==> config.mk <==
export PLATFORM = sky130hd
export DESIGN_NAME = dmem_arbiter_flat
export DESIGN_NICKNAME = d
export VERILOG_FILES = /design/src/rtl/dmem_arbiter_if.sv /design/src/rtl/dmem_arbiter.sv /design/src/flat_wrapper.sv
export SDC_FILE = /design/constraint.sdc
export NUM_CORES = 1
export LEC_CHECK = 0
export CORE_MARGIN = 2
export CORE_UTILIZATION = 38
export CTS_BUF_LIST = sky130_fd_sc_hd__clkbuf_8
export CTS_CLUSTER_SIZE = 8
export DETAILED_ROUTE_END_ITERATION = 10
export HOLD_SLACK_MARGIN = 0.06
export PLACE_DENSITY = 0.85
export SETUP_SLACK_MARGIN = 0.2
export SYNTH_ARGS = -nofsm -noshare
export SYNTH_HDL_FRONTEND = slang
export SYNTH_SLANG_ARGS = --single-unit
==> constraint.sdc <==
create_clock -name clk -period 1.7 [get_ports clk]
set_clock_uncertainty 0.2 [all_clocks]
set_input_delay 0.255 -clock clk [delete_from_list [all_inputs] [get_ports clk]]
set_output_delay 0.255 -clock clk [all_outputs]
set_load 0.01 [all_outputs]
==> src/rtl/dmem_arbiter_if.sv <==
// Bundle between the two requesters, the arbiter and the data memory.
// Signal names match the arbiter's external pin names.
interface dmem_arbiter_if #(
    parameter int unsigned ADDR_W = 32,
    parameter int unsigned DATA_W = 32
);
    logic              req0, req1;
    logic              we0, we1;
    logic [ADDR_W-1:0] addr0, addr1;
    logic [DATA_W-1:0] wdata0, wdata1;
    logic              gnt0, gnt1;
    logic [DATA_W-1:0] rdata0, rdata1;
    logic              rvalid0, rvalid1;
    logic              err0, err1;
    logic [ADDR_W-1:0] data_address;
    logic [DATA_W-1:0] write_data;
    logic              MemRead, MemWrite;
    logic [DATA_W-1:0] read_data;
    logic              busy;

    modport slave (
        input  req0, req1, we0, we1, addr0, addr1, wdata0, wdata1, read_data,
        output gnt0, gnt1, rdata0, rdata1, rvalid0, rvalid1, err0, err1,
               data_address, write_data, MemRead, MemWrite, busy
    );

    modport master (
        output req0, req1, we0, we1, addr0, addr1, wdata0, wdata1, read_data,
        input  gnt0, gnt1, rdata0, rdata1, rvalid0, rvalid1, err0, err1,
               data_address, write_data, MemRead, MemWrite, busy
    );
endinterface

==> src/rtl/dmem_arbiter.sv <==
// Two-port data-memory arbiter: latches one request per IDLE cycle, issues it
// to a single-cycle-latency memory, and returns registered read data.
module dmem_arbiter #(
    parameter int unsigned RR_EN  = 1,
    parameter int unsigned ADDR_W = 32,
    parameter int unsigned DATA_W = 32
) (
    input  logic            clk,
    input  logic            rst,
    dmem_arbiter_if.slave   bus
);
    typedef enum logic [1:0] {IDLE, ISSUE, RESP, ERR} state_e;

    state_e            state_q, state_d;
    logic              port_q, port_d;
    logic              we_q, we_d;
    logic [ADDR_W-1:0] addr_q, addr_d;
    logic [DATA_W-1:0] wdata_q, wdata_d;
    logic              last_q, last_d;
    logic [DATA_W-1:0] rdata0_q, rdata1_q;
    logic              rvalid0_q, rvalid1_q;
    logic              gnt0, gnt1, err0, err1, mem_read, mem_write;

    always_comb begin
        // NOTE: every combinational output is defaulted first so no branch can infer a latch.
        state_d   = state_q;
        port_d    = port_q;
        we_d      = we_q;
        addr_d    = addr_q;
        wdata_d   = wdata_q;
        last_d    = last_q;
        gnt0      = 1'b0;
        gnt1      = 1'b0;
        err0      = 1'b0;
        err1      = 1'b0;
        mem_read  = 1'b0;
        mem_write = 1'b0;
        case (state_q)
            IDLE: begin
                if (bus.req0 || bus.req1) begin
                    // Contention goes to the port that did not win last time, or always port 0.
                    if (bus.req0 && bus.req1) port_d = (RR_EN != 0) ? ~last_q : 1'b0;
                    else                      port_d = bus.req1;
                    last_d  = port_d;
                    we_d    = port_d ? bus.we1    : bus.we0;
                    addr_d  = port_d ? bus.addr1  : bus.addr0;
                    wdata_d = port_d ? bus.wdata1 : bus.wdata0;
                    state_d = (addr_d[1:0] != 2'b00) ? ERR : ISSUE;
                end
            end
            ISSUE: begin
                gnt0      = ~port_q;
                gnt1      = port_q;
                mem_read  = ~we_q;
                mem_write = we_q;
                state_d   = we_q ? IDLE : RESP;
            end
            RESP: state_d = IDLE;
            ERR: begin
                gnt0    = ~port_q;
                gnt1    = port_q;
                err0    = ~port_q;
                err1    = port_q;
                state_d = IDLE;
            end
            default: state_d = IDLE;
        endcase
    end

    always_ff @(posedge clk) begin
        // NOTE: state registers use non-blocking assignments so every flop samples pre-edge values.
        if (rst) begin
            state_q   <= IDLE;
            port_q    <= 1'b0;
            we_q      <= 1'b0;
            addr_q    <= '0;
            wdata_q   <= '0;
            last_q    <= 1'b1;
            rdata0_q  <= '0;
            rdata1_q  <= '0;
            rvalid0_q <= 1'b0;
            rvalid1_q <= 1'b0;
        end else begin
            state_q   <= state_d;
            port_q    <= port_d;
            we_q      <= we_d;
            addr_q    <= addr_d;
            wdata_q   <= wdata_d;
            last_q    <= last_d;
            rvalid0_q <= (state_q == RESP) && !port_q;
            rvalid1_q <= (state_q == RESP) &&  port_q;
            if ((state_q == RESP) && !port_q) rdata0_q <= bus.read_data;
            if ((state_q == RESP) &&  port_q) rdata1_q <= bus.read_data;
        end
    end

    assign bus.gnt0         = gnt0;
    assign bus.gnt1         = gnt1;
    assign bus.err0         = err0;
    assign bus.err1         = err1;
    assign bus.rvalid0      = rvalid0_q;
    assign bus.rvalid1      = rvalid1_q;
    assign bus.rdata0       = rdata0_q;
    assign bus.rdata1       = rdata1_q;
    assign bus.MemRead      = mem_read;
    assign bus.MemWrite     = mem_write;
    assign bus.data_address = addr_q;
    assign bus.write_data   = wdata_q;
    assign bus.busy         = (state_q != IDLE);
endmodule

==> src/flat_wrapper.sv <==
// flat-port wrapper written by rule: the top's interface ports become plain ports
module dmem_arbiter_flat 
#(
    parameter int unsigned RR_EN  = 1,
    parameter int unsigned ADDR_W = 32,
    parameter int unsigned DATA_W = 32
)
  (clk, rst, bus_req0, bus_req1, bus_we0, bus_we1, bus_addr0, bus_addr1, bus_wdata0, bus_wdata1, bus_read_data, bus_gnt0, bus_gnt1, bus_rdata0, bus_rdata1, bus_rvalid0, bus_rvalid1, bus_err0, bus_err1, bus_data_address, bus_write_data, bus_MemRead, bus_MemWrite, bus_busy);
  dmem_arbiter_if #(.ADDR_W(ADDR_W), .DATA_W(DATA_W)) bus_i ();
  input  logic clk;
  input  logic rst;
  input wire logic [$bits(bus_i.req0)-1:0] bus_req0;
  input wire logic [$bits(bus_i.req1)-1:0] bus_req1;
  input wire logic [$bits(bus_i.we0)-1:0] bus_we0;
  input wire logic [$bits(bus_i.we1)-1:0] bus_we1;
  input wire logic [$bits(bus_i.addr0)-1:0] bus_addr0;
  input wire logic [$bits(bus_i.addr1)-1:0] bus_addr1;
  input wire logic [$bits(bus_i.wdata0)-1:0] bus_wdata0;
  input wire logic [$bits(bus_i.wdata1)-1:0] bus_wdata1;
  input wire logic [$bits(bus_i.read_data)-1:0] bus_read_data;
  output wire logic [$bits(bus_i.gnt0)-1:0] bus_gnt0;
  output wire logic [$bits(bus_i.gnt1)-1:0] bus_gnt1;
  output wire logic [$bits(bus_i.rdata0)-1:0] bus_rdata0;
  output wire logic [$bits(bus_i.rdata1)-1:0] bus_rdata1;
  output wire logic [$bits(bus_i.rvalid0)-1:0] bus_rvalid0;
  output wire logic [$bits(bus_i.rvalid1)-1:0] bus_rvalid1;
  output wire logic [$bits(bus_i.err0)-1:0] bus_err0;
  output wire logic [$bits(bus_i.err1)-1:0] bus_err1;
  output wire logic [$bits(bus_i.data_address)-1:0] bus_data_address;
  output wire logic [$bits(bus_i.write_data)-1:0] bus_write_data;
  output wire logic [$bits(bus_i.MemRead)-1:0] bus_MemRead;
  output wire logic [$bits(bus_i.MemWrite)-1:0] bus_MemWrite;
  output wire logic [$bits(bus_i.busy)-1:0] bus_busy;
  assign bus_i.req0 = bus_req0;
  assign bus_i.req1 = bus_req1;
  assign bus_i.we0 = bus_we0;
  assign bus_i.we1 = bus_we1;
  assign bus_i.addr0 = bus_addr0;
  assign bus_i.addr1 = bus_addr1;
  assign bus_i.wdata0 = bus_wdata0;
  assign bus_i.wdata1 = bus_wdata1;
  assign bus_i.read_data = bus_read_data;
  assign bus_gnt0 = bus_i.gnt0;
  assign bus_gnt1 = bus_i.gnt1;
  assign bus_rdata0 = bus_i.rdata0;
  assign bus_rdata1 = bus_i.rdata1;
  assign bus_rvalid0 = bus_i.rvalid0;
  assign bus_rvalid1 = bus_i.rvalid1;
  assign bus_err0 = bus_i.err0;
  assign bus_err1 = bus_i.err1;
  assign bus_data_address = bus_i.data_address;
  assign bus_write_data = bus_i.write_data;
  assign bus_MemRead = bus_i.MemRead;
  assign bus_MemWrite = bus_i.MemWrite;
  assign bus_busy = bus_i.busy;
  dmem_arbiter #(.RR_EN(RR_EN), .ADDR_W(ADDR_W), .DATA_W(DATA_W)) u_core (.clk(clk), .rst(rst), .bus(bus_i));
endmodule
After elaboration in Yosys (flattened, before gate mapping) --
Cells that the tools add are included.
Storage, ports and cells: register bits after elaboration 135, output and inout bits 137, word-level logic and storage cells 44
Cells by class: eq/ne operators 4, mux-type cells 16, bitwise gates (word level) 3, reductions and logical operators 11
Operators by type and width (count):
- 32-bit 2-to-1 mux | 2
- 1-bit 2-to-1 mux | 10
- 2-bit 2-to-1 mux | 3
- 2-bit one-hot mux with 3 select lines | 1
- 2-bit equality test (second input constant) | 2
- 2-bit nonzero test | 2
- 2-bit OR reduction | 2
- 1-bit logical AND | 3
- 1-bit inverter | 3
- 2-bit by 1-bit equality test with 1-bit output (second input constant) | 1
- 2-bit logical NOT | 1
- 2-bit by 1-bit inequality test with 1-bit output (second input constant) | 1
- 2-bit AND reduction | 1
- 1-bit logical NOT | 1
- 1-bit logical OR | 1

Logic depth before layout (Yosys ltp) --
Gate-level depths: netlist (run 1).
depth in word-level cells 9, mapped depth 7

Least setup slack after synthesis (run 1) --
OpenSTA, ideal clock, no wires.
path kind register -> register, start register u_core.state_q[1], end register u_core.wdata_q[23] (netlist: u_core.bus.write_data[23]), setup time 0.146 ns, data arrival time 1.211 ns, required time 1.354 ns, path slack 0.143 ns, stages on the path, launching flop included 8, buffers on the path 3, cells stage by stage dfxtp_1 > buf_2 > nor2_4 > inv_1 > nor2_1 > buf_4 > buf_4 > a211oi_2
Between the ends: cells in the longest elaborated chain, start to end 2
RTL lines:
- start: declaration | RTL line dmem_arbiter.sv:14 | state_e state_q, state_d;
- start signal: assignment | RTL line dmem_arbiter.sv:84 | state_q <= state_d;
- 2-bit logical NOT | RTL line dmem_arbiter.sv:38 | case (state_q)
- 2-bit AND reduction (no source line)
- end signal: assignment | RTL line dmem_arbiter.sv:88 | wdata_q <= wdata_d;
- end: declaration | RTL line dmem_arbiter.sv:18 | logic [DATA_W-1:0] wdata_q, wdata_d;
Every way passes these cells. A chain may end at the register's enable or synchronous reset.

Final worst setup path (run 1) --
start register u_core.state_q[1], end register u_core.rdata0_q[30] (netlist: u_core.bus.rdata0[30])
Between the ends: cells in the longest elaborated chain, start to end 2
RTL lines:
- 2-bit equality test | RTL line dmem_arbiter.sv:92 | if ((state_q == RESP) && !port_q) rdata0_q <= bus.read_data;
- 1-bit logical AND | RTL line dmem_arbiter.sv:92
- end signal: assignment | RTL line dmem_arbiter.sv:92
- end: declaration | RTL line dmem_arbiter.sv:20 | logic [DATA_W-1:0] rdata0_q, rdata1_q;
Every way passes these cells.

==> impl_metrics.toml, run 1 <==
[grt]
grt-ovfl-total = 0
grt_pass1_vias = 6047
grt_pass1_wl_um = 33000
grt_antenna_before_repair = 0
grt_use_total_pct = 26.4
grt_max_degree = 36

[routing]
vias = 6231
first_iter_violations = 284
viasPerCell = 5.38
drc = 0
postRouteAntennaNets = 0
wl_per_cell_um = 20.1
drt-total-wl_um = 23300
first_pass_iters = 6

[finish]
synthToLayoutAreaGrowth_pct = 93.7
final_nets = 1129
stdcell_count = 1159
final_layout_size_suffix_gt1_share_pct = 46.5
antenna_cells = 0

[setup_path]
worstRegToRegCells = 5
cp_max_fo = 8
cpPeakStageDelay_ns = 0.51
worstPathCellList = "dlymetal6s2s_1 -> or3b_4 -> clkbuf_16 -> nand2_1 -> a21oi_1"
worstPathRequired_ns = 1.82
cp.buffers_inverters = 2
critPathTopFamily = "simple AND/OR/NAND/NOR gates"
critPathKind = "reg -> reg"
path_depth = 5
cp-end-kind = "flop"
cp-start-kind = "flop"
critPathSlowestCell = "or3b_4"
arrival_ns = 1.87

[synthesis]
synth_top_family_by_area = "compound AO/OA/AOI/OAI gates"
ys_ff_latch = 135
yosys.cell_types.count = 30
syn_avg_cell_area_um2 = 9.11
synth_top_area_cell = "dfxtp_1"
yosys.area_share.simple_pct = 11.3
synth_warnings = 0
yosysSeqAreaShare_pct = 48.5
netlist_instances = 612
synthAdderAreaFrac_pct = 0
synth_mux_area_share_pct = 11.7
syn_area_um2 = 5580
synth_xor_area_share_pct = 0
synth_area_leaders = "dfxtp_1, a21oi_1, mux2i_1"
synth_top_area_share_pct = 48.5
synth_nets = 778
synth_compound_area_share_pct = 22.7

[power_and_ir_drop]
swShare_pct = 29.8
power_density_nw_per_um2 = 974
power.leakage_uw = 0.00446
pwr-share-comb_pct = 34.8
ir_drop_uv = 599
p_seq_share_pct = 35.5
power.net_switching_uw = 3140
p_int_uw = 7380
pwr-share-clk_pct = 29.7

[min_path]
hold_class = "in -> reg"
hold_path_depth = 3

[clocking]
clk_latency_ns = 0.44
cts_buffers = 17
clk_path_buf_depth = 2
clk_pin_slew_ns = 0.08
htreeDepth = 4
cts_tree = "done"
cts-root-buf = "clkbuf_8"
cts.sinks = 135

[status]
violations = "setup timing"
status = "complete, but fails checks"

[timing]
max_freq_mhz = 572
min_period_over_period_pct = 103
finalHoldViolCount = 0
slew_headroom_pct = 71.0
worst_pin_slew_ns = 0.436
setup_ws_ns = -0.0473
finalMaxSlewViolations = 0
rsz0062_at_grt = "true"
hold_ws_ns = 0.225
finalSetupViolCount = 28
period_needed_ns = 1.75

[flow_run]
drv_cap = 0

[die]
dieWidth_um = 125
fp.dieArea_um2 = 15700
die_y_um = 125
fp-row-count = 44
core_area_um2 = 14400
io_pins = 303
initial_core_util_pct = 38.7

[placed_design]
portBuffers = 302
dp_cells = 1077
hpwl_um = 13400
finalWeightedCongestion = 0.803
-- metal layers --
metal  wire, um  global-route usage [%]  part of all wire, %  up-vias
met5          0                       0                    0        -
met4        816                    10.9                  3.5        0
met3       1740                    7.62                  7.4       68
met2      11900                    46.2                   51      337
met1       8850                    30.2                   38     2961
li1           -                       -                    -     2865
-- tightest hold or removal path: cells and delay by family --
family | cells | cell delay (ns)
compound gates | 1 | 0.05
buf+inv | 1 | 0.45
simple gates | 1 | 0.07
-- state kept, by name, summed over array words and instances, names as in the netlist --
signal,cells
u_core.bus.rvalid0,1
u_core.we_q,1
u_core.last_q,1
u_core.bus.data_address,32
u_core.bus.write_data,32
u_core.bus.rdata1,32
u_core.port_q,1
u_core.bus.rdata0,32
u_core.state_q,2
u_core.bus.rvalid1,1
-- stage by stage --
stage | instance area (um^2) | TNS, ns | worst slack (ns) | power [uW] | util [%]
after floorplan | 5630 | 0 | 0.187 | 4980 | -
after global placement | 9050 | -14.64 | -0.314 | 6400 | 62.8
after detailed placement | 9050 | -16.92 | -0.353 | 6450 | 62.8
after CTS | 10500 | -0.00546 | -0.00198 | 10200 | 72.5
after global routing | 10800 | -3.36 | -0.106 | 10900 | 74.9
final | 10800 | -0.619 | -0.0473 | 10500 | 74.9
-- layout by cell type, fill, tap and decap left out, types with 27 or more instances in the layout --
| cell | netlist | final |
|---|---|---|
| mux2i_1 | 65 | 61 |
| nand2_4 | 0 | 33 |
| clkbuf_2 | 0 | 37 |
| buf_12 | 1 | 27 |
| a21oi_1 | 130 | 95 |
| dfxtp_1 | 135 | 81 |
| clkdlybuf4s50_1 | 0 | 164 |
| clkdlybuf4s15_2 | 0 | 43 |
| a211oi_2 | 18 | 49 |
| nand2_1 | 131 | 88 |
| buf_4 | 9 | 29 |
| a21oi_2 | 0 | 35 |
| buf_2 | 21 | 48 |
| dfxtp_2 | 0 | 52 |
-- kinds of logic (layout without fill, tap and decap cells) --
group,Yosys count,count (layout)
and+or+nand+nor,152,152
muxes,65,65
buffers and inverters,61,424
DFF,135,135
AOI/OAI and AO/OA,199,199
-- worst paths after layout --
check	endpoint	startpoint	slack [ns]
setup / recovery	u_core.bus.rdata0[30]	u_core.state_q[1]	-0.05
hold / removal	u_core.bus.rdata1[17]	bus_read_data[17]	0.22
setup reg to reg	u_core.bus.rdata0[30]	u_core.state_q[1]	-0.05
hold reg to reg	u_core.bus.rdata0[2]	u_core.bus.rdata0[2]	0.25
-- Yosys cell counts (all sizes together) --
cell type and count:
dfxtp 135, or2 1, and3 1, or3b 1, and2 2, nand2 131
o41ai 1, nor3b 3, clkbuf 23, nand2b 1, and3b 2, nand3b 1
nor3 1, a21boi 1, a21oi 130, nor2 6, buf 37, a211oi 65
nor2b 2, a221o 1, o21ai 1, mux2i 65, inv 1
-- final cells by class --
type	count	area, um^2
fillers	942	3620
well taps	184	230
clock buffers	19	262
repair buffers	392	4140
clock inverters	12	201
inverters	1	3.75
multi-input cells	416	3190
flip-flops and latches	135	2780
-- timing repair --
action	in CTS	in global routing
gates cloned	13	7
pin swaps	38	64
hold buffers	1	0
endpoints found under the hold margin	7	0
setup buffers	17	13
setup endpoints to repair	236	240
resized for setup	512	206
-- power by group through the flow --
stage          combinational, uW  sequential [uW]  clock, uW
4_1_cts                     3380             3710       3160
6_report                    3660             3730       3120
3_5_place_dp                2700             3750          0
5_1_grt                     3840             3770       3320
2_1_floorplan               1100             3880          0
3_3_place_gp                2660             3740          0
(Power assumes the default switching activity.)
==> inputs of run 2 (changes only) <==
Settings changed: SLEW_MARGIN from default to 20.
==> results of run 2 <==
No change in the layout: final DEF, timing and power equal those of run 1.
